**src/rtl/trivium_pkg.sv**
```systemverilog
// Shared types and constants for the Trivium sequencing controller.
// Holds the FSM state encoding and the key/IV/warm-up sizing.
package trivium_pkg;

  localparam int KEY_W = 80;
  localparam int IV_W  = 80;

  // Four full rotations of the 288-bit Trivium state.
  localparam int WARMUP_DEFAULT = 4 * 288;

  typedef enum logic [2:0] {
    S_LOAD,
    S_CORELOAD,
    S_WARMUP,
    S_IDLE,
    S_GEN,
    S_TX
  } state_e;

endpackage

```
**src/rtl/byte_hold.sv**
```systemverilog
// One-entry byte buffer used to park a received byte while busy.
// A push into a full entry without a same-cycle pop is reported on drop_o.
module byte_hold (
  input  logic       clk,
  input  logic       rst,
  input  logic       clr_i,
  input  logic       push_i,
  input  logic       pop_i,
  input  logic [7:0] din_i,
  output logic [7:0] dout_o,
  output logic       full_o,
  output logic       drop_o
);

  logic       full_q, full_d;
  logic [7:0] data_q, data_d;

  // Next entry state: clear wins, a pop frees the slot for a same-cycle push.
  always_comb begin
    full_d = full_q;
    data_d = data_q;
    if (clr_i) begin
      full_d = 1'b0;
    end else begin
      if (pop_i) begin
        full_d = 1'b0;
      end
      if (push_i && (!full_q || pop_i)) begin
        full_d = 1'b1;
        data_d = din_i;
      end
    end
  end

  // Entry storage.
  always_ff @(posedge clk or posedge rst) begin
    if (rst) begin
      full_q <= 1'b0;
      data_q <= 8'h00;
    end else begin
      full_q <= full_d;
      data_q <= data_d;
    end
  end

  assign dout_o = data_q;
  assign full_o = full_q;
  assign drop_o = push_i && full_q && !pop_i && !clr_i;

endmodule

```
**src/rtl/trivium_ctrl.sv**
```systemverilog
// Sequencer for the Trivium core: key/IV collection, load, warm-up,
// then per-byte keystream generation and hand-off to the transmitter.
module trivium_ctrl
  import trivium_pkg::*;
#(
  parameter int WARMUP_CYCLES = WARMUP_DEFAULT,
  parameter int KEY_BYTES     = KEY_W / 8,
  parameter int IV_BYTES      = IV_W / 8
) (
  input  logic             clk,
  input  logic             rst,
  input  logic [7:0]       rx_data,
  input  logic             rx_valid,
  input  logic             rekey,
  output logic [KEY_W-1:0] core_key,
  output logic [IV_W-1:0]  core_iv,
  output logic             core_load,
  output logic             core_en,
  input  logic             core_ks,
  output logic [7:0]       tx_data,
  output logic             tx_valid,
  input  logic             tx_ready,
  output logic             enc_done,
  output logic             overflow
);

  localparam int WW   = $clog2(WARMUP_CYCLES + 1);
  localparam int LAST = KEY_BYTES + IV_BYTES - 1;

  state_e           state_q, state_d;
  logic [4:0]       cnt_q, cnt_d;
  logic [WW-1:0]    warm_q, warm_d;
  logic [2:0]       gen_q, gen_d;
  logic [7:0]       ks_q, ks_d;
  logic [7:0]       pt_q, pt_d;
  logic [KEY_W-1:0] key_q, key_d;
  logic [IV_W-1:0]  iv_q, iv_d;
  logic             ovf_q;

  logic       h_push;
  logic       h_pop;
  logic [7:0] h_dout;
  logic       h_full;
  logic       h_drop;

  byte_hold u_hold (
    .clk    (clk),
    .rst    (rst),
    .clr_i  (rekey),
    .push_i (h_push),
    .pop_i  (h_pop),
    .din_i  (rx_data),
    .dout_o (h_dout),
    .full_o (h_full),
    .drop_o (h_drop)
  );

  // Next-state, counters, key/IV capture and hold-buffer control.
  always_comb begin
    state_d = state_q;
    cnt_d   = cnt_q;
    warm_d  = warm_q;
    gen_d   = gen_q;
    ks_d    = ks_q;
    pt_d    = pt_q;
    key_d   = key_q;
    iv_d    = iv_q;
    h_push  = 1'b0;
    h_pop   = 1'b0;
    if (rekey) begin
      state_d = S_LOAD;
      cnt_d   = 5'd0;
      warm_d  = '0;
      gen_d   = 3'd0;
    end else begin
      unique case (state_q)
        S_LOAD: begin
          if (rx_valid) begin
            for (int i = 0; i < KEY_BYTES; i++) begin
              if (cnt_q == 5'(i)) key_d[8*i +: 8] = rx_data;
            end
            for (int i = 0; i < IV_BYTES; i++) begin
              if (cnt_q == 5'(KEY_BYTES + i)) iv_d[8*i +: 8] = rx_data;
            end
            if (cnt_q == 5'(LAST)) begin
              state_d = S_CORELOAD;
            end else begin
              cnt_d = cnt_q + 5'd1;
            end
          end
        end
        S_CORELOAD: begin
          h_push  = rx_valid;
          warm_d  = '0;
          state_d = S_WARMUP;
        end
        S_WARMUP: begin
          h_push = rx_valid;
          if (warm_q == WW'(WARMUP_CYCLES - 1)) begin
            warm_d  = '0;
            state_d = S_IDLE;
          end else begin
            warm_d = warm_q + 1'b1;
          end
        end
        S_IDLE: begin
          gen_d = 3'd0;
          if (h_full) begin
            h_pop   = 1'b1;
            h_push  = rx_valid;
            pt_d    = h_dout;
            state_d = S_GEN;
          end else if (rx_valid) begin
            pt_d    = rx_data;
            state_d = S_GEN;
          end
        end
        S_GEN: begin
          h_push      = rx_valid;
          ks_d[gen_q] = core_ks;
          if (gen_q == 3'd7) begin
            gen_d   = 3'd0;
            state_d = S_TX;
          end else begin
            gen_d = gen_q + 3'd1;
          end
        end
        S_TX: begin
          h_push = rx_valid;
          if (tx_ready) begin
            if (h_full) begin
              h_pop   = 1'b1;
              pt_d    = h_dout;
              gen_d   = 3'd0;
              state_d = S_GEN;
            end else begin
              state_d = S_IDLE;
            end
          end
        end
        default: state_d = S_LOAD;
      endcase
    end
  end

  // Controller state registers.
  always_ff @(posedge clk or posedge rst) begin
    if (rst) begin
      state_q <= S_LOAD;
      cnt_q   <= 5'd0;
      warm_q  <= '0;
      gen_q   <= 3'd0;
      ks_q    <= 8'h00;
      pt_q    <= 8'h00;
      key_q   <= '0;
      iv_q    <= '0;
    end else begin
      state_q <= state_d;
      cnt_q   <= cnt_d;
      warm_q  <= warm_d;
      gen_q   <= gen_d;
      ks_q    <= ks_d;
      pt_q    <= pt_d;
      key_q   <= key_d;
      iv_q    <= iv_d;
    end
  end

  // Sticky drop flag, cleared only by rekey or reset.
  always_ff @(posedge clk or posedge rst) begin
    if (rst) begin
      ovf_q <= 1'b0;
    end else if (rekey) begin
      ovf_q <= 1'b0;
    end else if (h_drop) begin
      ovf_q <= 1'b1;
    end
  end

  assign core_key  = key_q;
  assign core_iv   = iv_q;
  assign core_load = (state_q == S_CORELOAD);
  assign core_en   = (state_q == S_WARMUP) || (state_q == S_GEN);
  assign enc_done  = (state_q == S_IDLE);
  assign tx_valid  = (state_q == S_TX);
  assign tx_data   = (state_q == S_TX) ? (pt_q ^ ks_q) : 8'h00;
  assign overflow  = ovf_q;

endmodule
```
**config.mk**
```make
export PLATFORM = sky130hd
export DESIGN_NAME = trivium_ctrl
export DESIGN_NICKNAME = d
export VERILOG_FILES = /design/src/rtl/trivium_pkg.sv /design/src/rtl/byte_hold.sv /design/src/rtl/trivium_ctrl.sv
export SDC_FILE = /design/constraint.sdc
export NUM_CORES = 1
export LEC_CHECK = 0
export CORE_MARGIN = 2
export CORE_UTILIZATION = 51
export DETAILED_ROUTE_END_ITERATION = 6
export PLACE_DENSITY = 0.8
export SLEW_MARGIN = 20
export SYNTH_ARGS = -nofsm -noshare
export SYNTH_HDL_FRONTEND = slang
export SYNTH_SLANG_ARGS = --single-unit
```
**constraint.sdc**
```tcl
create_clock -name clk -period 8.5 [get_ports clk]
set_input_delay 2.125 -clock clk [delete_from_list [all_inputs] [get_ports clk]]
set_output_delay 2.125 -clock clk [all_outputs]
set_load 0.05 [all_outputs]
```
==> impl_metrics.ini <==
[sta]
worst_slew_margin_rel_pct = 37.58
min_period_over_period_pct = 54.35
whs_ns = 0.4921
tns_ns = 0
worst_pin_slew_ns = 0.9363
fmax_mhz = 216.5
setup_viol = 0
layout_min_cycle_time_ns = 4.619
hold_violations = 0
skew_ns = 0.02886
rsz0062_at_grt = false
slew_viol_final = 0

[setup_path]
max_stage_delay_ns = 0.82
r2r_cells = 5
reg2reg_to = pt_q[6]
reg2reg_from = state_q[1]
r2r_slack_ns = 6.06
startpoint_type = register
cp_top_family = buffers and inverters
end_kind = output pin
crit_arrival_ns = 2.49
crit_path_max_fanout = 18
cp.required_ns = 6.38
crit_chain = nand3b_2 > inv_1 > clkdlybuf4s50_1
criticalPathCategory = register to output pin
crit_buf_inv = 2
cpMaxStageDelayCell = clkdlybuf4s50_1

[synth]
synth_common_cells = dfrtp_1, mux2_2, clkbuf_1
synth_cell_types = 55
synth_ff_type = dfrtp_1
synth_edf_count = 0
syn_inst = 627
synth_top_area_share_pct = 58.83
ys_top_cells_by_area = dfrtp_1, mux2_2, clkbuf_1, ha_1, xnor2_1
synth-warning-count = 0
synth_nets = 649
syn_area_um2 = 8847
syn_avg_cell_area_um2 = 14.11
synth_area_leader_cell = dfrtp_1
synth_async_sr_flop_share_pct = 100.0
ys_ff_latch = 208
ys_seq_area_share_pct = 58.83
synth_most_common_cell = dfrtp_1

[clock_network]
cts-hold-fix-buffers = 0
clk_pin_slew_worst_paths_ns = 0.06
root_buffer = clkbuf_16
tritoncts = done
clkSinkCount = 208
cts_max_level = 1
post_cts_buffers = 0
clk_latency_ns = 0.52
cts_buffer_depth = 3
post_cts_resize_count = 0
cts_buffers = 22

[routing]
drt_iter0_markers = 393
dr_wl_met3_um = 1631
vias = 5828
dr_wl_met2_um = 10880
highest_layer = met4
final_antenna_net_count = 0
met1Wirelength_um = 8809
via_per_inst = 5.561
dr.pass1.iters = 4
wire_per_inst_um = 20.75
drt_wl_total_um = 21750
drc_errors = 0

[placement]
place_inst = 1011
portBuffers = 186
gp_congestion = 0.8059
place_area_um2 = 10910
hpwlAfterDp_um = 14520

[floorplan]
core-area_um2 = 17120
die_x_um = 135.7
rows = 48
die_h_um = 135.7
initial_core_util_pct = 51.69
ioPinCount = 187
dieArea_um2 = 18420

[global_route]
grt_pass1_vias = 6158
grt-ovfl-total = 0
grt_first_pass_wirelength_um = 34380
grt.total_usage_pct = 24.14
antenna_found_initial = 0
grt_max_degree = 138

[power]
ir_drop_v = 0.0002589
power_per_cell_area_nw_per_um2 = 290.2
p_leak_nw = 5.372

[finish]
drive_above_1_share_pct = 31.59
layout.cells.non_filler = 1048
diodes = 0
area.growth.synth_to_final_pct = 31.34
final_area_um2 = 11620
nets = 832

[worst_hold_path]
worstHoldPathCells = 1
worstHoldPathType = register to register
hold_end = warm_q[10]
hp-start = warm_q[10]

[job]
drv_cap = 0

[status]
status = finished clean
[cell usage in the layout (no fill, tap or decap), types with 3 or more instances in the layout]
cell type and instances:
mux2i_1 3, inv_1 13, clkdlybuf4s50_1 186, mux2_2 191, a22o_1 4, nand2_2 12, ha_1 8, a31oi_1 7
o21ai_0 12, and3_1 6, a21oi_1 6, clkbuf_1 5, or3_1 3, buf_4 8, clkbuf_16 22, nand2b_1 8
dfrtp_1 208, nand4_1 4, nor2b_1 3, nor2_1 23, clkinv_2 5, nor3_1 3, nor3b_1 4, nor4_4 3
xnor2_1 10, nand3_1 6, nand2_1 12, nand3_2 6
[worst max path at each step]
stage	from	to	slack, ns	cells past startpoint
6_report	state_q[0]	tx_valid	3.88	3
5_1_grt	state_q[0]	tx_valid	3.72	3
4_1_cts	state_q[0]	tx_valid	3.87	3
3_5_place_dp	rekey	warm_q[7]	3.83	5
3_3_place_gp	rekey	warm_q[10]	3.93	5
2_1_floorplan	rst	cnt_q[0]	0.69	1
[worst register-to-register path, stage by stage (launching register included)]
cell and delay [ns]:
dfrtp_1 0.63, nand3b_2 0.33, inv_1 0.13, nor2_1 0.57, mux2_2 0.42, mux2_2 0.26
[layout make-up]
| class | count | area, µm² |
|---|---|---|
| well taps | 225 | 281.5 |
| repair buffers | 194 | 1922 |
| clock inverters | 8 | 115.1 |
| fillers | 1189 | 5497 |
| inverters | 14 | 60.06 |
| multi-input cells | 370 | 3440 |
| flip-flops and latches | 208 | 5205 |
| clock buffers | 29 | 596.8 |
[flip-flops by register name (all words and copies together) (netlist names)]
register and flops:
ks_q 8, state_q 3, warm_q 11, overflow 1, u_hold.dout_o 8, u_hold.full_o 1
gen_q 3, core_iv 80, core_key 80, cnt_q 5, pt_q 8
[layer usage]
metal / GRT usage (%) / up-vias
met4: 6.134 / 0
li1: - / 2596
met3: 6.360 / 32
met1: 31.20 / 3020
met2: 40.74 / 180
met5: 0 / -
[report_power, final]
part | switching, mW | internal [mW] | leakage [nW] | total [mW]
Sequential | 0.122 | 1.17 | 2.82 | 1.29
Combinational | 0.723 | 0.418 | 2.20 | 1.14
Clock | 0.382 | 0.557 | 0.351 | 0.939
[metrics by stage]
step / worst slack (ns) / power, mW / util, %
4_1_cts: 3.871 / 3.397 / 67.89
3_5_place_dp: 3.830 / 2.450 / 63.73
3_3_place_gp: 3.927 / 2.419 / 63.73
2_1_floorplan: 0.6942 / 2.061 / -
6_report: 3.881 / 3.373 / 67.89
5_1_grt: 3.719 / 3.506 / 67.89
[kinds of logic after synthesis]
family / share of synthesized area [%]
compound gates: 3.776
xor+xnor: 1.188
fa+ha+maj: 1.131
buf+inv: 2.291
flops: 58.83
mux: 24.90
simple gates: 7.877
Power figures use the tool's default switching activity.
